**src/rtl/pd_pkg.sv**
```systemverilog
// Shared types for the decode/execute pipeline boundary.
// Holds datapath widths, the control bundle layout and the bubble encoding.
// Imported by id_ex_stage and load_use_detect.
package pd_pkg;

  localparam int XLEN       = 32;
  localparam int REG_ADDR_W = 5;

  typedef struct packed {
    logic reg_write;
    logic mem_read;
    logic mem_write;
  } ctrl_t;

  localparam ctrl_t CTRL_BUBBLE = '0;

endpackage

```
**src/rtl/id_ex_stage_load_use_detect.sv**
```systemverilog
// Load-use hazard detector: flags a decode instruction that reads the register a load in execute writes.
// Latency: purely combinational, stall is valid in the same cycle as its inputs.
// Backpressure: stall holds fetch/decode; a taken flush suppresses it because the decode instruction dies anyway.
module load_use_detect #(
  parameter int ADDR_W = pd_pkg::REG_ADDR_W
) (
  input  logic              id_valid,
  input  logic [ADDR_W-1:0] id_addr_rs1,
  input  logic [ADDR_W-1:0] id_addr_rs2,
  input  logic [1:0]        id_rs_used,
  input  logic              ex_valid,
  input  logic              ex_mem_read,
  input  logic [ADDR_W-1:0] ex_addr_rd,
  input  logic              ex_flush,
  output logic              stall
);

  logic rs1_hit;
  logic rs2_hit;

  // Stall only when a live load targets a non-zero register that decode actually reads
  always_comb begin
    rs1_hit = id_rs_used[0] && (id_addr_rs1 == ex_addr_rd);
    rs2_hit = id_rs_used[1] && (id_addr_rs2 == ex_addr_rd);
    stall   = id_valid && ex_valid && ex_mem_read && (ex_addr_rd != '0) &&
              !ex_flush && (rs1_hit || rs2_hit);
  end

endmodule

```
**src/rtl/id_ex_stage.sv**
```systemverilog
// Decode-to-execute pipeline register with write-back bypass, load-use stall and a stall-cycle counter.
// Latency: 1 cycle from decode fields to ex_* outputs; stall is combinational.
// Backpressure: on a hazard, stall holds upstream and a bubble enters execute; flush overrides stall.
module id_ex_stage
  import pd_pkg::*;
#(
  parameter int XLEN   = pd_pkg::XLEN,
  parameter int ADDR_W = pd_pkg::REG_ADDR_W,
  parameter int CNT_W  = 32
) (
  input  logic              clock,
  input  logic              reset,
  input  logic              id_valid,
  input  logic [XLEN-1:0]   id_pc,
  input  logic [31:0]       id_insn,
  input  logic [XLEN-1:0]   id_imm,
  input  ctrl_t             id_ctrl,
  input  logic [ADDR_W-1:0] id_addr_rs1,
  input  logic [ADDR_W-1:0] id_addr_rs2,
  input  logic [1:0]        id_rs_used,
  input  logic [ADDR_W-1:0] id_addr_rd,
  input  logic [XLEN-1:0]   data_rs1,
  input  logic [XLEN-1:0]   data_rs2,
  input  logic              wb_write_enable,
  input  logic [ADDR_W-1:0] wb_addr_rd,
  input  logic [XLEN-1:0]   wb_data_rd,
  input  logic              ex_flush,
  output logic              stall,
  output logic              ex_valid,
  output logic [XLEN-1:0]   ex_pc,
  output logic [31:0]       ex_insn,
  output logic [XLEN-1:0]   ex_imm,
  output ctrl_t             ex_ctrl,
  output logic [ADDR_W-1:0] ex_addr_rd,
  output logic [XLEN-1:0]   ex_rs1_data,
  output logic [XLEN-1:0]   ex_rs2_data,
  output logic [CNT_W-1:0]  stall_count
);

  logic              valid_q,   valid_d;
  logic [XLEN-1:0]   pc_q,      pc_d;
  logic [31:0]       insn_q,    insn_d;
  logic [XLEN-1:0]   imm_q,     imm_d;
  ctrl_t             ctrl_q,    ctrl_d;
  logic [ADDR_W-1:0] rd_q,      rd_d;
  logic [XLEN-1:0]   rs1_q,     rs1_d;
  logic [XLEN-1:0]   rs2_q,     rs2_d;
  logic [CNT_W-1:0]  cnt_q,     cnt_d;
  logic [XLEN-1:0]   rs1_byp;
  logic [XLEN-1:0]   rs2_byp;

  load_use_detect #(
    .ADDR_W (ADDR_W)
  ) u_load_use_detect (
    .id_valid    (id_valid),
    .id_addr_rs1 (id_addr_rs1),
    .id_addr_rs2 (id_addr_rs2),
    .id_rs_used  (id_rs_used),
    .ex_valid    (valid_q),
    .ex_mem_read (ctrl_q.mem_read),
    .ex_addr_rd  (rd_q),
    .ex_flush    (ex_flush),
    .stall       (stall)
  );

  // Write-through bypass: x0 reads zero, a same-cycle write-back wins over the stale register file data
  always_comb begin
    if (id_addr_rs1 == '0) begin
      rs1_byp = '0;
    end else if (wb_write_enable && (wb_addr_rd == id_addr_rs1)) begin
      rs1_byp = wb_data_rd;
    end else begin
      rs1_byp = data_rs1;
    end
    if (id_addr_rs2 == '0) begin
      rs2_byp = '0;
    end else if (wb_write_enable && (wb_addr_rd == id_addr_rs2)) begin
      rs2_byp = wb_data_rd;
    end else begin
      rs2_byp = data_rs2;
    end
  end

  // Next execute contents: bubble by default, capture only a live, unstalled, unflushed instruction
  always_comb begin
    valid_d = 1'b0;
    pc_d    = '0;
    insn_d  = '0;
    imm_d   = '0;
    ctrl_d  = CTRL_BUBBLE;
    rd_d    = '0;
    rs1_d   = '0;
    rs2_d   = '0;
    if (!ex_flush && !stall && id_valid) begin
      valid_d = 1'b1;
      pc_d    = id_pc;
      insn_d  = id_insn;
      imm_d   = id_imm;
      ctrl_d  = id_ctrl;
      rd_d    = id_addr_rd;
      rs1_d   = rs1_byp;
      rs2_d   = rs2_byp;
    end
  end

  // Saturating stall-cycle counter so a long-running count never wraps back to a small value
  always_comb begin
    cnt_d = cnt_q;
    if (stall && (cnt_q != '1)) begin
      cnt_d = cnt_q + CNT_W'(1);
    end
  end

  // Pipeline and counter state, cleared asynchronously
  always_ff @(posedge clock or posedge reset) begin
    if (reset) begin
      valid_q <= 1'b0;
      pc_q    <= '0;
      insn_q  <= '0;
      imm_q   <= '0;
      ctrl_q  <= CTRL_BUBBLE;
      rd_q    <= '0;
      rs1_q   <= '0;
      rs2_q   <= '0;
      cnt_q   <= '0;
    end else begin
      valid_q <= valid_d;
      pc_q    <= pc_d;
      insn_q  <= insn_d;
      imm_q   <= imm_d;
      ctrl_q  <= ctrl_d;
      rd_q    <= rd_d;
      rs1_q   <= rs1_d;
      rs2_q   <= rs2_d;
      cnt_q   <= cnt_d;
    end
  end

  assign ex_valid    = valid_q;
  assign ex_pc       = pc_q;
  assign ex_insn     = insn_q;
  assign ex_imm      = imm_q;
  assign ex_ctrl     = ctrl_q;
  assign ex_addr_rd  = rd_q;
  assign ex_rs1_data = rs1_q;
  assign ex_rs2_data = rs2_q;
  assign stall_count = cnt_q;

endmodule

```
**config.mk**
```make
export PLATFORM = sky130hd
export DESIGN_NAME = id_ex_stage
export DESIGN_NICKNAME = d
export VERILOG_FILES = /design/src/rtl/pd_pkg.sv /design/src/rtl/id_ex_stage_load_use_detect.sv /design/src/rtl/id_ex_stage.sv
export SDC_FILE = /design/constraint.sdc
export NUM_CORES = 1
export LEC_CHECK = 0
export ABC_AREA = 1
export BUFFER_PORTS_ARGS = -buffer_cell sky130_fd_sc_hd__clkbuf_2
export CAP_MARGIN = 10
export CORE_MARGIN = 8
export CORE_UTILIZATION = 40
export CTS_CLUSTER_DIAMETER = 50
export CTS_CLUSTER_SIZE = 14
export DETAILED_ROUTE_END_ITERATION = 6
export GPL_ROUTABILITY_DRIVEN = 1
export HOLD_SLACK_MARGIN = 0.03
export PLACE_DENSITY = 0.71
export SETUP_SLACK_MARGIN = 0.02
export SLEW_MARGIN = 10
export SYNTH_ARGS = -nofsm -noshare
export SYNTH_HDL_FRONTEND = slang
export SYNTH_SLANG_ARGS = --single-unit
```
**constraint.sdc**
```tcl
create_clock -name clock -period 17.3 [get_ports clock]
set_input_delay 3.46 -clock clock [delete_from_list [all_inputs] [get_ports clock]]
set_output_delay 3.46 -clock clock [all_outputs]
set_load 0.01 [all_outputs]
```
==> impl_metrics.xml <==
<?xml version="1.0" encoding="UTF-8"?>
<metrics>
  <group name="critical_path">
    <metric name="timing.critical_path.fanout_max" unit="">11</metric>
    <metric name="timing_worst_setup_path_type" unit="">in2out</metric>
    <metric name="setup.worst_path.end_class" unit="">output port</metric>
    <metric name="worstSetupStartpointType" unit="">primary input</metric>
    <metric name="worst-endpoint-arrival" unit="ns">5.12</metric>
    <metric name="critPathLaunch" unit="">id_addr_rs1[3]</metric>
    <metric name="required_time_of_the_critical_path" unit="ns">13.84</metric>
    <metric name="reg2reg_depth" unit="">10</metric>
    <metric name="crit-reg2reg-launch" unit="">ex_addr_rd[0]</metric>
  </group>
  <group name="final_layout">
    <metric name="area.growth.synth_to_final" unit="%">34.6</metric>
    <metric name="layout.cells.non_filler" unit="">1948</metric>
    <metric name="ff_latch_area" unit="um2">5030</metric>
    <metric name="n_fill_cell" unit="">2259</metric>
    <metric name="multi_input_area" unit="um2">3190</metric>
    <metric name="drive_gt1_frac" unit="">0.319</metric>
    <metric name="post_route_cell_area" unit="um2">12700</metric>
    <metric name="finish.net_count" unit="">1834</metric>
    <metric name="post_route_core_utilization" unit="">0.546</metric>
  </group>
  <group name="timing">
    <metric name="fmaxAchievable" unit="MHz">117</metric>
    <metric name="report.final.hold_viol_count" unit="">0</metric>
    <metric name="worstMarginPinSlew" unit="ns">1.14</metric>
    <metric name="setup_repair_after_global_routing_missed_its_margin" unit="">no</metric>
    <metric name="clock_skew" unit="ns">0.0138</metric>
    <metric name="period_needed" unit="ns">8.58</metric>
    <metric name="slew-limit-headroom" unit="">0.238</metric>
    <metric name="final_max_slew_viol_count" unit="">0</metric>
    <metric name="final_setup_tns" unit="ns">0</metric>
    <metric name="setup_viol_count_final" unit="">0</metric>
    <metric name="timing.final.crit_share" unit="">0.496</metric>
  </group>
  <group name="clock_tree">
    <metric name="cts.path.max_buffers" unit="">3</metric>
    <metric name="numCtsBuffers" unit="">26</metric>
    <metric name="post_cts.repair.setup_buffers" unit="">0</metric>
    <metric name="cts-resized-gates" unit="">0</metric>
    <metric name="tritoncts" unit="">done</metric>
    <metric name="clock_latency" unit="ns">0.53</metric>
    <metric name="htree_num_levels" unit="">1</metric>
    <metric name="hold_buffers" unit="">0</metric>
    <metric name="cts_root_buffer" unit="">clkbuf_16</metric>
    <metric name="clkSinkCount" unit="">201</metric>
    <metric name="clkSlewWorstSetupHoldPaths" unit="ns">0.06</metric>
  </group>
  <group name="yosys">
    <metric name="synth_top_area_frac" unit="">0.531</metric>
    <metric name="mapped_cell_area" unit="um2">9470</metric>
    <metric name="mappedNetlistNets" unit="">1426</metric>
    <metric name="synthesis.yosys.warnings" unit="">0</metric>
    <metric name="syn-mean-instance-area" unit="um2">7.88</metric>
    <metric name="synth_top_area_cell" unit="">dfrtp_1</metric>
    <metric name="yosysSeqAreaShare" unit="">0.531</metric>
    <metric name="number_of_storage_elements_in_the_synthesis_netlist" unit="">201</metric>
    <metric name="ys_top_cells_by_area" unit="">dfrtp_1 53%, inv_1 9.8%, nand2_1 9.5%, nor2_1 9.0%, nand3_1 4.6%</metric>
    <metric name="syn_inst" unit="">1203</metric>
    <metric name="synth_cell_types" unit="">26</metric>
  </group>
  <group name="flow_run">
    <metric name="cap_violations" unit="">0</metric>
  </group>
  <group name="floorplan">
    <metric name="floorplan.rows" unit="">56</metric>
    <metric name="core_area" unit="um2">23300</metric>
    <metric name="fp.dieArea" unit="um2">28900</metric>
    <metric name="die_height" unit="um">170</metric>
    <metric name="initial_utilization" unit="">0.406</metric>
    <metric name="die_w" unit="um">170</metric>
    <metric name="ios" unit="">424</metric>
  </group>
  <group name="grt">
    <metric name="grt-ovfl-total" unit="">0</metric>
    <metric name="number_of_antenna_violations_at_the_first_check_in_global_routing" unit="">1</metric>
    <metric name="first_pass_grt_wire_length" unit="um">50900</metric>
    <metric name="largest_net_degree_at_the_start_of_global_routing" unit="">140</metric>
    <metric name="globalRouteTotalUtil" unit="">0.222</metric>
    <metric name="grt_pass1_vias" unit="">9311</metric>
  </group>
  <group name="placement">
    <metric name="port_buffers" unit="">423</metric>
    <metric name="detailedPlacementHpwl" unit="um">24800</metric>
    <metric name="place_congestion" unit="">0.869</metric>
    <metric name="placed_cells" unit="">1902</metric>
    <metric name="placed_cell_area" unit="um2">11800</metric>
  </group>
  <group name="route">
    <metric name="drt_pre_antenna_iters" unit="">6</metric>
    <metric name="detail-route-antenna-nets" unit="">0</metric>
    <metric name="post_drt_via_cell_ratio" unit="">4.66</metric>
    <metric name="vias" unit="">9086</metric>
    <metric name="drt-wirelength-per-cell" unit="um">17.0</metric>
    <metric name="post-route-drc-count" unit="">0</metric>
    <metric name="drt-total-wl" unit="um">33200</metric>
    <metric name="drt_iter0_markers" unit="">813</metric>
  </group>
  <group name="power_and_ir_drop">
    <metric name="seq_power_share" unit="">0.407</metric>
    <metric name="peak_supply_drop" unit="mV">0.0820</metric>
    <metric name="power_switching_share" unit="">0.253</metric>
    <metric name="p_leak" unit="nW">7.73</metric>
    <metric name="power.clock.fraction" unit="">0.490</metric>
    <metric name="cellPowerDensity" unit="nW/um2">94.8</metric>
    <metric name="power.internal" unit="mW">0.903</metric>
    <metric name="comb_power_share" unit="">0.103</metric>
    <metric name="p_total" unit="mW">1.21</metric>
    <metric name="power.net_switching" unit="mW">0.306</metric>
  </group>
  <group name="hold_path">
    <metric name="worstHoldPathType" unit="">reg2reg</metric>
    <metric name="worstHoldStart" unit="">stall_count[1]</metric>
    <metric name="worst_hold_path.num_cells" unit="">2</metric>
  </group>
  <group name="run_status">
    <metric name="status" unit="">completed</metric>
  </group>
</metrics>
[cells by family after synthesis]
| group | after synthesis | share of synthesized area |
|---|---|---|
| AO/OA/AOI/OAI | 31 | 0.0242 |
| XOR/XNOR | 17 | 0.0157 |
| adder cells (fa/ha/maj) | 1 | 0.00132 |
| buffers and inverters | 309 | 0.134 |
| flip-flops | 201 | 0.531 |
| AND/OR/NAND/NOR | 644 | 0.294 |
[cells in the final DEF (no fill, tap or decap)]
| cell | Yosys | layout |
|---|---|---|
| nor2_1 | 227 | 221 |
| nand2_2 | 1 | 1 |
| ha_1 | 1 | 1 |
| inv_8 | 0 | 4 |
| and2_1 | 1 | 1 |
| diode_2 | 0 | 1 |
| clkinv_8 | 0 | 2 |
| nand3_2 | 3 | 2 |
| buf_4 | 12 | 13 |
| a21oi_1 | 1 | 1 |
| o22ai_1 | 2 | 2 |
| dfrtp_1 | 201 | 201 |
| bufinv_16 | 0 | 6 |
| clkbuf_1 | 25 | 1 |
| clkbuf_16 | 0 | 26 |
| nand2_1 | 239 | 239 |
| clkinv_2 | 0 | 3 |
| clkbuf_2 | 0 | 423 |
| nand3b_1 | 12 | 12 |
| nor2_2 | 4 | 10 |
| nor2_4 | 1 | 1 |
| nand3_4 | 0 | 1 |
| inv_2 | 5 | 5 |
| o21ai_2 | 19 | 19 |
| xor2_1 | 7 | 7 |
| xnor2_1 | 10 | 10 |
| o21ai_1 | 3 | 3 |
| nand4_1 | 66 | 66 |
| nand3_1 | 87 | 87 |
| o21ai_0 | 6 | 6 |
| inv_6 | 0 | 4 |
| inv_1 | 248 | 247 |
| nor3_1 | 3 | 3 |
[flip-flops by register name, indices dropped and copies added (netlist names)]
name / cells
ex_imm: 32
ex_insn: 32
ex_pc: 32
ex_rs1_data: 32
ex_rs2_data: 32
stall_count: 32
ex_addr_rd: 5
ex_ctrl: 3
ex_valid: 1
[power groups by stage]
stage          sequential (mW)  clock (mW)  combinational, mW
5_1_grt                  0.493       0.624              0.139
4_1_cts                  0.492       0.603              0.126
2_1_floorplan            0.508           0             0.0545
6_report                 0.492       0.592              0.125
3_3_place_gp             0.500           0              0.124
3_5_place_dp             0.500           0              0.126
[worst max-delay path, cell delays in order]
cell and delay [ns]:
clkbuf_2 0.14, inv_2 0.04, nand2_1 0.05, nand2_1 0.05, nor2_1 0.10, nand3_1 0.25
a21oi_1 0.75, clkbuf_2 0.27
[final cells by class]
class,count,area share
flip-flops and latches,201,0.395
multi-input cells,693,0.251
repair buffers,436,0.174
inverters,253,0.0751
clock buffers,27,0.0513
well taps,319,0.0313
clock inverters,18,0.0233
diodes,1,0.000196
[metal layers]
layer	vias to the layer above	global-route usage	share of wire
met1	4163	0.274	0.40
li1	4438	-	-
met2	430	0.371	0.48
met4	2	0.0694	0.024
met3	53	0.0644	0.098
met5	-	0	0.00039
[through the flow]
step | setup WS (ns) | hold slack, ns
2_1_floorplan | 8.36 | 0.558
3_3_place_gp | 8.76 | 0.547
3_5_place_dp | 8.75 | 0.558
4_1_cts | 8.74 | 0.573
5_1_grt | 8.56 | 0.608
6_report | 8.72 | 0.572
[Yosys cell counts, drive strengths merged]
| cell | count |
|---|---|
| buf | 31 |
| nor2 | 232 |
| dfrtp | 201 |
| xnor2 | 10 |
| nand3b | 12 |
| nand3 | 90 |
| nand2 | 240 |
| ha | 1 |
| and2 | 1 |
| a21oi | 1 |
| nor3 | 3 |
| o21ai | 28 |
| clkbuf | 25 |
| o22ai | 2 |
| xor2 | 7 |
| nand4 | 66 |
| inv | 253 |
[path summary, 6_finish.rpt]
path | to | slack [ns]
setup / recovery | stall | 8.72
hold / removal | stall_count[1] | 0.57
setup reg to reg | ex_rs2_data[28] | 13.89
hold reg to reg | stall_count[1] | 0.57
max in group asynchronous | stall_count[28] | 12.70
min in group asynchronous | stall_count[29] | 3.15
No activity file was read; power rests on OpenSTA's default activity.
